--- src/rtl/disp_pkg.sv ---
// Shared seven-segment types, constants and the BCD-to-segment mapping.
// Segment bits are logical, active-high, in {g,f,e,d,c,b,a} order.
package disp_pkg;

  typedef logic [6:0] seg7_t;

  localparam seg7_t      SEG_BLANK   = 7'h00;
  localparam seg7_t      SEG_DASH    = 7'h40;
  localparam logic [3:0] DIGIT_BLANK = 4'hF;

  // Codes 10-14 show a dash so an upstream error stays visible on the display.
  function automatic seg7_t bcd_to_seg7(input logic [3:0] digit);
    seg7_t segs;
    case (digit)
      4'd0:        segs = 7'h3F;
      4'd1:        segs = 7'h06;
      4'd2:        segs = 7'h5B;
      4'd3:        segs = 7'h4F;
      4'd4:        segs = 7'h66;
      4'd5:        segs = 7'h6D;
      4'd6:        segs = 7'h7D;
      4'd7:        segs = 7'h07;
      4'd8:        segs = 7'h7F;
      4'd9:        segs = 7'h6F;
      DIGIT_BLANK: segs = SEG_BLANK;
      default:     segs = SEG_DASH;
    endcase
    return segs;
  endfunction

endpackage

--- src/rtl/seg7_decode.sv ---
// Combinational BCD to seven-segment decoder (logical, active-high segments).
module seg7_decode
  import disp_pkg::*;
(
  input  logic [3:0] digit_i,
  output seg7_t      seg_o
);

  assign seg_o = bcd_to_seg7(digit_i);

endmodule

--- src/rtl/display_scan.sv ---
// Time-multiplexed 4-digit seven-segment scanner with per-frame digit snapshot,
// leading-zero suppression and a blank guard window at the start of each slot.
module display_scan
  import disp_pkg::*;
#(
  parameter int CLK_DIV        = 50000,
  parameter int GUARD          = 1,
  parameter int LZ_SUPPRESS    = 1,
  parameter int SEG_ACTIVE_LOW = 1,
  parameter int AN_ACTIVE_LOW  = 1
) (
  input  logic       clock,
  input  logic       reset_n,
  input  logic       enable,
  input  logic [3:0] d0,
  input  logic [3:0] d1,
  input  logic [3:0] d2,
  input  logic [3:0] d3,
  output logic [6:0] seg,
  output logic [3:0] an,
  output logic       frame_done
);

  localparam int             CW        = (CLK_DIV > 2) ? $clog2(CLK_DIV) : 1;
  localparam logic [CW-1:0]  CNT_MAX   = CW'(CLK_DIV - 1);
  localparam logic [CW-1:0]  GUARD_CNT = CW'(GUARD);
  localparam seg7_t          SEG_MASK  = (SEG_ACTIVE_LOW != 0) ? 7'h7F : 7'h00;
  localparam logic [3:0]     AN_MASK   = (AN_ACTIVE_LOW != 0) ? 4'hF : 4'h0;

  logic [CW-1:0]   cnt_q, cnt_d;
  logic [1:0]      idx_q, idx_d;
  logic [3:0][3:0] shadow_q, shadow_d;
  seg7_t           seg_q, seg_d;
  logic [3:0]      an_q, an_d;
  logic            frameDone_q, frameDone_d;

  logic            tick;
  logic            frameStart;
  logic [3:0][3:0] lzDigits;
  seg7_t           segLogic;

  assign tick       = (cnt_q == CNT_MAX);
  assign frameStart = enable && (cnt_q == '0) && (idx_q == 2'd0);

  // A zero is only suppressed when every more significant digit is already blank.
  always_comb begin
    lzDigits = {d3, d2, d1, d0};
    if (LZ_SUPPRESS != 0) begin
      if (d3 == 4'd0)                              lzDigits[3] = DIGIT_BLANK;
      if (d2 == 4'd0 && lzDigits[3] == DIGIT_BLANK) lzDigits[2] = DIGIT_BLANK;
      if (d1 == 4'd0 && lzDigits[2] == DIGIT_BLANK) lzDigits[1] = DIGIT_BLANK;
    end
  end

  seg7_decode u_decode (
    .digit_i (shadow_q[idx_q]),
    .seg_o   (segLogic)
  );

  always_comb begin
    cnt_d    = cnt_q;
    idx_d    = idx_q;
    shadow_d = shadow_q;
    if (enable) begin
      cnt_d = tick ? '0 : cnt_q + 1'b1;
      if (tick)       idx_d    = idx_q + 2'd1;
      if (frameStart) shadow_d = lzDigits;
    end
  end

  // The guard window keeps all anodes off while the previous digit's segments settle.
  always_comb begin
    seg_d       = SEG_BLANK ^ SEG_MASK;
    an_d        = AN_MASK;
    frameDone_d = enable && tick && (idx_q == 2'd3);
    if (enable && cnt_q >= GUARD_CNT) begin
      seg_d = segLogic ^ SEG_MASK;
      an_d  = (4'b0001 << idx_q) ^ AN_MASK;
    end
  end

  always_ff @(posedge clock) begin
    if (!reset_n) begin
      cnt_q       <= '0;
      idx_q       <= 2'd0;
      shadow_q    <= {4{DIGIT_BLANK}};
      seg_q       <= SEG_BLANK ^ SEG_MASK;
      an_q        <= AN_MASK;
      frameDone_q <= 1'b0;
    end else begin
      cnt_q       <= cnt_d;
      idx_q       <= idx_d;
      shadow_q    <= shadow_d;
      seg_q       <= seg_d;
      an_q        <= an_d;
      frameDone_q <= frameDone_d;
    end
  end

  assign seg        = seg_q;
  assign an         = an_q;
  assign frame_done = frameDone_q;

endmodule

--- config.mk ---
export PLATFORM = sky130hd
export DESIGN_NAME = display_scan
export DESIGN_NICKNAME = d
export VERILOG_FILES = /design/src/rtl/disp_pkg.sv /design/src/rtl/seg7_decode.sv /design/src/rtl/display_scan.sv
export SDC_FILE = /design/constraint.sdc
export NUM_CORES = 1
export LEC_CHECK = 0
export ABC_CLOCK_PERIOD_IN_PS = 2900
export CORE_ASPECT_RATIO = 1.25
export CORE_MARGIN = 3
export CORE_UTILIZATION = 50
export CTS_CLUSTER_DIAMETER = 30
export CTS_CLUSTER_SIZE = 14
export DETAILED_ROUTE_END_ITERATION = 8
export PLACE_DENSITY = 0.74
export SYNTH_ARGS = -nofsm -noshare
export SYNTH_HDL_FRONTEND = slang
export SYNTH_SLANG_ARGS = --single-unit
--- constraint.sdc ---
create_clock -name clock -period 2.9 [get_ports clock]
set_input_delay 0.435 -clock clock [delete_from_list [all_inputs] [get_ports clock]]
set_output_delay 0.435 -clock clock [all_outputs]
set_load 0.01 [all_outputs]
# Word level (Yosys, flattened, before mapping)
# Memories as Yosys holds them, arrays and structs flattened.
# Cells that the tools add are included.
# W data, S select, Z words.
# classes
add_sub_neg	2
n_lt_le_gt_ge	2
eq_ne	4
n_shift	1
muxes	6
n_bitwise	2
n_reduce_logical	15
# op_table
cell	count
$add A16 B1 Y16 const B	1
$eq A16 B16 Y1 const B	1
$ge A16 B1 Y1 const B	1
$logic_not A16 Y1	1
$mux W16	1
$mux W4	4
$logic_not A4 Y1	3
$bmux W4 S2	1
$eq A4 B4 Y1 const B	2
$logic_and A1 B1 Y1	7
$not A7 Y7	1
$reduce_and A2 Y1	3
$not A4 Y4	1
$shl A1 B2 Y4 const A	1
$lt A2 B3 Y1 const B	1
$add A2 B1 Y2 const B	1
$eq A2 B2 Y1 const B	1
$logic_not A2 Y1	1
# word_totals
register_bits	46
mem_bits_ro	112
input_bits	19
out_inout_bits	12
elab_cells	42
mem_count	1
# mem_list
name	words	width	rd	rd_ports_with_merged_regs	write_ports	line	rtl
(name not given)	16	7	1	0	0	disp_pkg.sv:14	case (digit)

# Depth between registers and ports, before layout
# Gate-level depths: netlist (run 1).
# depth
ltp_word	8
mapped_depth	8
depth_no_buf	6

# Hierarchy
# From an unflattened synthesis (run 1), not the netlist that was laid out.
# unflattened
cells_unflattened	259
hier_area_um2	2344.7
# modules_own_cells
mod	n_inst	cells_per_inst	area_each_um2
display_scan	1	230	2128.3
seg7_decode	1	29	216.5

# Worst setup path before layout (run 1)
# OpenSTA, ideal clock, no wires.
# synth_path
kind	register to register
startpoint	register idx_q[0]
endpoint	register seg_q[1] (netlist: seg[1])
arrival_ps	1656
required_ps	2782
path_slack_ps	1126
path_stages_with_launch	7
synth_period_minus_slack_ps	1774
cell_sequence	dfxtp_1 -> buf_2 -> mux4_2 -> inv_1 -> ha_1 -> o21ai_0 -> nand2_1
# synth_via
elab_chain_cells	4
# synth_lines
item	line	rtl
start: declaration	display_scan.sv:31	logic [1:0] idx_q, idx_d;
start signal: assignment	display_scan.sv:92	idx_q <= idx_d;
$bmux W4 S2	display_scan.sv:56	.digit_i (shadow_q[idx_q]),
$mux W4 (implied by the code)	display_scan.sv:56	
$mem_v2 Z16 W7	--	
$not A7 Y7 (no line)	--	
end signal: assignment	display_scan.sv:87	seg_q <= SEG_BLANK ^ SEG_MASK;
end signal: assignment	display_scan.sv:94	seg_q <= seg_d;
end: declaration	display_scan.sv:33	seg7_t seg_q, seg_d;
# No other way between the ends. The select of a mux whose other input is x is not followed.
# A chain may end at the register's enable or synchronous reset.

# Worst setup path in the final report (run 1)
# layout_path
startpoint	register cnt_q[0]
endpoint	register seg_q[6] (netlist: seg[6])
# layout_via
elab_chain_cells	3
# layout_lines
item	line	rtl
start: declaration	display_scan.sv:30	logic [CW-1:0] cnt_q, cnt_d;
start signal: assignment	display_scan.sv:91	cnt_q <= cnt_d;
$ge A16 B1 Y1	display_scan.sv:76	if (enable && cnt_q >= GUARD_CNT) begin
$logic_and A1 B1 Y1	display_scan.sv:76	
$reduce_and A2 Y1 (no line)	--	
# No other way between the ends.

==> run_results.csv, run 1 <==
group,metric,value,unit
die,placementRows,27,
setup_path,critPathRequiredTime,3.03,ns
pwr,peakVddDrop,0.2731,mV
grt,grt_busiest_layer,"met2",
sta,setup_violations,0,
yosys,yosys-top-cells-count,"dfxtp_1, o21ai_0, nand2_1",
route,drc_errors,0,
sta,skew,0.002148,ns
clocking,cts_buffers,5,
final_layout,drive_gt1_share,8.865,%
die,die_area,0.005487,mm^2
grt,met1_usage,22.26,%
status,status,"finished clean",
route,via_per_inst,5.779,
yosys,synth_warnings,0,
yosys,synth_top_area_share,39.78,%
clocking,ctsHoldBuffers,0,
final_layout,fillers,376,
grt,grt_use_total,19.29,%
placed_design,place.gp.congestion,0.8295,
worst_hold_path,hold_path_depth,2,
yosys,synth.avg_cell_area,9.113,um^2
yosys,async_flop_share,0,%
yosys,synth_top_family_by_area,"simple AND/OR/NAND/NOR gates",
route,first_pass_iters,4,
clocking,tritoncts,"yes",
yosys,synth-xor-area-share,4.541,%
final_layout,nets,313,
yosys,synth.most_common_cell,"dfxtp_1",
pwr,p_leak,1.023,nW
pwr,internal_power,0.0009788,W
grt,met2_usage,34.23,%
route,wl_per_cell,14.17,um
pwr,power_frac_seq,51.7,%
clocking,ctsHtreeMaxLevel,2,
setup_path,cp-start-kind,"flip-flop",
yosys,synth.area.top_cells,"dfxtp_1, ha_1, o21ai_0, nor4_1, mux4_2",
clocking,ctsResizeCount,0,
yosys,synth-edff-count,0,
die,coreArea,0.004425,mm^2
die,die_y,82.07,um
pwr,swShare,24.79,%
sta,hold_slack,0.4779,ns
worst_hold_path,holdCritPathClass,"flip-flop to flip-flop",
yosys,synth_cells,254,
grt,grt_pass1_wl,8231,um
setup_path,worstSetupPathType,"flip-flop to flip-flop",
sta,worst_pin_slew,0.6637,ns
yosys,synthMuxAreaShare,4.324,%
setup_path,crit_fanout,15,
sta,timing.final.crit_share,78.97,%
route,routed_wl,4819,um
pwr,combinationalPowerShare,14.2,%
sta,rsz0062_at_grt,"no",
grt,first_global_vias,1877,
grt,grt_overflow,0,
clocking,clock_latency,0.29,ns
die,start_util,52.30,%
yosys,syn_nets,286,
run,drv_cap,0,
sta,fmax,436.6,MHz
grt,grt_max_degree,20,
clocking,clk_pin_slew,0.08,ns
grt,antenna_found_initial,0,
yosys,synthSimpleGateAreaFrac,25.03,%
pwr,p_per_area,475.0,mW/mm^2
die,die-width,66.86,um
final_layout,diodes,0,
setup_path,crit_path_end_kind,"flip-flop",
yosys,synth-seq-area-share,39.78,%
route,drt_iter0_drc,113,
route,ant_nets,0,
setup_path,r2r_cells,6,
sta,hold_violations,0,
yosys,yosys.area.top_type,"dfxtp_1",
yosys,synthAdderAreaFrac,7.027,%
sta,fin_crit,2.290,ns
setup_path,crit_arrival,2.42,ns
die,ioPinCount,31,
yosys,yosysUniqueCellTypes,40,
pwr,net-switching-power,0.0003227,W
placed_design,port_buffers,30,
yosys,syn-cell-area,0.002315,mm^2
sta,relSlewSlack,55.75,%
clocking,cts-root-buf,"clkbuf_8",
pwr,pwr-share-clk,34.0,%
placed_design,hpwl,3633,um
yosys,synth-compound-area-share,13.73,%
clocking,clkSinkCount,46,
sta,setup_tns,0,ns
yosys,synthFlopType,"dfxtp_1",
grt,grt_use_met3,4.378,%
route,route.vias.total,1965,
sta,maxSlewViolCount,0,
clocking,clockBufferDepth,2,
clocking,post_cts_buffers,0,
final_layout,synthToLayoutAreaGrowth,18.38,%
yosys,ys_ff_latch,46,
sequential cells by signal (all words and copies together), names as in the netlist:
name        flops
idx_q           2
an              4
frame_done      1
cnt_q          16
seg             7
shadow_q       16
stage by stage:
step / total power (W) / util, % / cells / setup WS (ns) / instance area, um^2
after CTS: 0.001314 / 61.92 / 340 / 0.5931 / 2740
after global routing: 0.001363 / 61.92 / 340 / 0.3583 / 2740
after global placement: 0.0008673 / 59.43 / 332 / 0.5381 / 2630
after floorplan: 0.0008051 / - / 254 / 1.126 / 2315
after detailed placement: 0.0008723 / 59.43 / 332 / 0.4874 / 2630
final: 0.001301 / 61.92 / 340 / 0.6098 / 2740
cells in the final DEF (no fill, tap or decap), drive strengths merged:
cell type,count
dfxtp,46
clkdlybuf4s50,30
o21ai,24
nand2,18
nor4,18
nor2,16
inv,15
a21oi,14
ha,13
nand3,12
nor3,8
clkbuf,8
xor2,7
a32oi,7
nand4,7
xnor2,5
and4,5
or3,5
mux4,4
and3,3
nor2b,3
and2,2
buf,2
a211oi,2
mux2i,1
nor4b,1
o21a,1
a21o,1
or2,1
o31ai,1
or4,1
o311ai,1
per-layer routing:
layer  share of wire, %  up-vias  wire length [um]
li1                   -      980                 -
met1                 44      923              2112
met2                 50       54              2405
met3                4.5        8               215
met4                1.8        0                85
met5                  0        -                 0
kinds of logic (layout without fill, tap and decap cells):
| logic type | after synthesis | count (layout) |
|---|---|---|
| and+or+nand+nor | 100 | 100 |
| xor gates and xnor gates | 12 | 12 |
| buffers and inverters | 27 | 55 |
| DFF | 46 | 46 |
| AOI/OAI and AO/OA | 51 | 51 |
| adders and majority gates | 13 | 13 |
| muxes | 5 | 5 |
worst max-delay path: stages, from the launching register on:
cell	delay, ns
dfxtp_1	0.46
inv_1	0.07
ha_1	0.21
nor4b_1	0.15
and4_1	0.39
a21oi_1	0.61
o311ai_0	0.24
power groups by stage:
stage / sequential [W] / clock [W] / combinational [W]
floorplan: 0.000686 / 0 / 0.000119
global placement: 0.000687 / 0 / 0.000180
detailed placement: 0.000688 / 0 / 0.000184
CTS: 0.000673 / 0.000456 / 0.000185
global route: 0.000676 / 0.000480 / 0.000207
finish: 0.000673 / 0.000443 / 0.000185
path summary, 6_finish.rpt:
path                                  start     endpoint  slack, ns
worst max-delay path               cnt_q[0]       seg[6]       0.61
worst min-delay path            shadow_q[6]  shadow_q[6]       0.48
worst max register to register     cnt_q[0]       seg[6]       0.61
worst min register to register  shadow_q[6]  shadow_q[6]       0.48
cell type report:
type / instances / area, um^2 / area share, %
tap: 58 / 72.57 / 2.648
inverter: 15 / 56.30 / 2.055
sequential: 46 / 920.9 / 33.61
multi-input combinational: 181 / 1265 / 46.16
clock buffer: 8 / 110.1 / 4.018
timing repair buffer: 32 / 315.3 / 11.51
Note: power is estimated with default switching activity, not from simulation.
==> run 2, diff against run 1 <==
--- a/config.mk
+++ b/config.mk
@@ -5,7 +5,7 @@
 export SDC_FILE = /design/constraint.sdc
 export NUM_CORES = 1
 export LEC_CHECK = 0
-export ABC_CLOCK_PERIOD_IN_PS = 2900
+export ABC_CLOCK_PERIOD_IN_PS = 2250
 export CORE_ASPECT_RATIO = 1.25
 export CORE_MARGIN = 3
 export CORE_UTILIZATION = 50
==> constraint.sdc (replaced) <==
create_clock -name clock -period 2.25 [get_ports clock]
set_input_delay 0.3375 -clock clock [delete_from_list [all_inputs] [get_ports clock]]
set_output_delay 0.3375 -clock clock [all_outputs]
set_load 0.01 [all_outputs]
==> run 2 against run 1 <==
  * Total power increased by 32%
  * Maximum frequency increased by 20%
  * Largest power group unchanged
  * Critical path type unchanged
  * Sequential share of layout area decreased by 0.63 points
  * Highest routed layer unchanged
==> run_results.csv, run 2 (synthesis gave the netlist of run 1 again) <==
group,metric,value,unit
status,status,"finished clean",
sta,setup_tns,0,ns
sta,maxSlewViolCount,0,
setup_path,crit_path_end_kind,"flip-flop",
final_layout,final_common_cell,"dfxtp_1",
grt,grt_pass1_wl,8390,um
sta,rsz0062_at_grt,"no",
clocking,cts-root-buf,"clkbuf_8",
placed_design,dp_cells,339,
route,via_per_inst,5.519,
route,route.vias.total,1915,
sta,hold_slack,0.4801,ns
final_layout,final_cell_mix,"dfxtp_1, clkdlybuf4s50_1, o21ai_0",
setup_path,worstSetupPathType,"flip-flop to flip-flop",
route,first_pass_iters,4,
route,drc_errors,0,
die,placementRows,27,
clocking,clockBufferDepth,2,
sta,timing.final.crit_share,84.77,%
sta,fin_crit,1.907,ns
setup_path,crit_arrival,2.13,ns
grt,grt_max_degree,17,
route,routed_wl,4777,um
pwr,peakVddDrop,0.3090,mV
worst_hold_path,holdCritPathClass,"flip-flop to flip-flop",
route,drt_iter0_drc,100,
setup_path,crit_start,"cnt_q[0]",
pwr,p_per_area,616.9,mW/mm^2
die,die_area,0.005487,mm^2
clocking,clock_latency,0.30,ns
sta,hold_violations,0,
clocking,ctsHtreeMaxLevel,2,
pwr,p_leak,1.059,nW
route,wl_per_cell,13.77,um
sta,fmax,524.3,MHz
sta,setup_violations,0,
grt,grt_overflow,0,
run,drv_cap,0,
grt,grt_use_total,20.03,%
clocking,tritoncts,"yes",
final_layout,synthToLayoutAreaGrowth,20.65,%
clocking,cts_buffers,5,
setup_path,timing.rr.start,"cnt_q[0]",
final_layout,drive_gt1_share,11.42,%
clocking,clk_pin_slew,0.09,ns
sta,relSlewSlack,70.46,%
setup_path,crit_fanout,11,
sta,worst_pin_slew,0.4414,ns
die,start_util,52.30,%
clocking,post_cts_buffers,0,
worst_hold_path,hp-start,"shadow_q[6]",
route,ant_nets,0,
placed_design,place.gp.congestion,0.8774,
die,ioPinCount,31,
final_layout,diodes,0,
die,die-width,66.86,um
grt,antenna_found_initial,0,
clocking,clkSinkCount,46,
die,coreArea,0.004425,mm^2
grt,first_global_vias,1811,
final_layout,nets,320,
setup_path,cp-start-kind,"flip-flop",
placed_design,hpwl,3633,um
setup_path,critPathRequiredTime,2.47,ns
pwr,p_total,0.001723,W
final_layout,layout.cells.non_filler,347,
die,die_y,82.07,um
sta,skew,0.008391,ns
placed_design,port_buffers,30,
==> run 2: changes by cell type in the layout (fill, tap and decap cells not counted), sizes merged <==
cell	change
bufinv	+1
clkbuf	-3
buf	+7
clkinv	+2
==> run 2: report_power, final <==
part	total (W)	internal [W]	switching, W
registers	0.000868	0.000847	0.0000205
clock network	0.000608	0.000327	0.000281
logic	0.000247	0.000114	0.000133
==> run 2: area by class of cell <==
cell class	instances	area, um^2
Timing Repair Buffer	39	367.9
Multi-Input combinational cell	181	1266
Inverter	15	56.30
Fill cell	368	1633
Clock inverter	3	40.04
Clock buffer	5	68.82
Sequential cell	46	920.9
Tap cell	58	72.57
==> run 2: worst max-delay path, cell delays in order, from the launching register on <==
cell and delay (ns):
dfxtp_1 0.39, inv_1 0.09, ha_1 0.16, nor4b_1 0.30, and4_2 0.40, a21oi_1 0.09
buf_4 0.17, a32oi_1 0.22
==> run 2: per-stage QoR <==
stage | util [%] | cell area [um^2] | setup slack [ns]
finish | 63.10 | 2793 | 0.3427
global route | 63.10 | 2793 | 0.07316
CTS | 63.08 | 2791 | 0.2289
detailed placement | 60.62 | 2683 | 0.1186
global placement | 60.62 | 2683 | 0.1534
floorplan | - | 2315 | 0.4757
==> run 2: timing repair <==
action | CTS | global route
setup endpoints to repair | 0 | 1
hold buffers | 0 | 0
gates resized for setup | 0 | 1
==> run 2: layer usage <==
layer | vias to the layer above | global-route usage, % | part of all wire, %
met5 | - | 0 | 0
li1 | 994 | - | -
met2 | 43 | 33.63 | 49
met1 | 869 | 24.79 | 45
met4 | 0 | 9.128 | 2.2
met3 | 9 | 3.557 | 4.4
==> run 2: final timing paths <==
check                endpoint  slack, ns  depth (start not counted)
setup / recovery       seg[3]       0.34                          7
hold / removal    shadow_q[6]       0.48                          2
setup reg to reg       seg[3]       0.34                          7
hold reg to reg   shadow_q[6]       0.48                          2
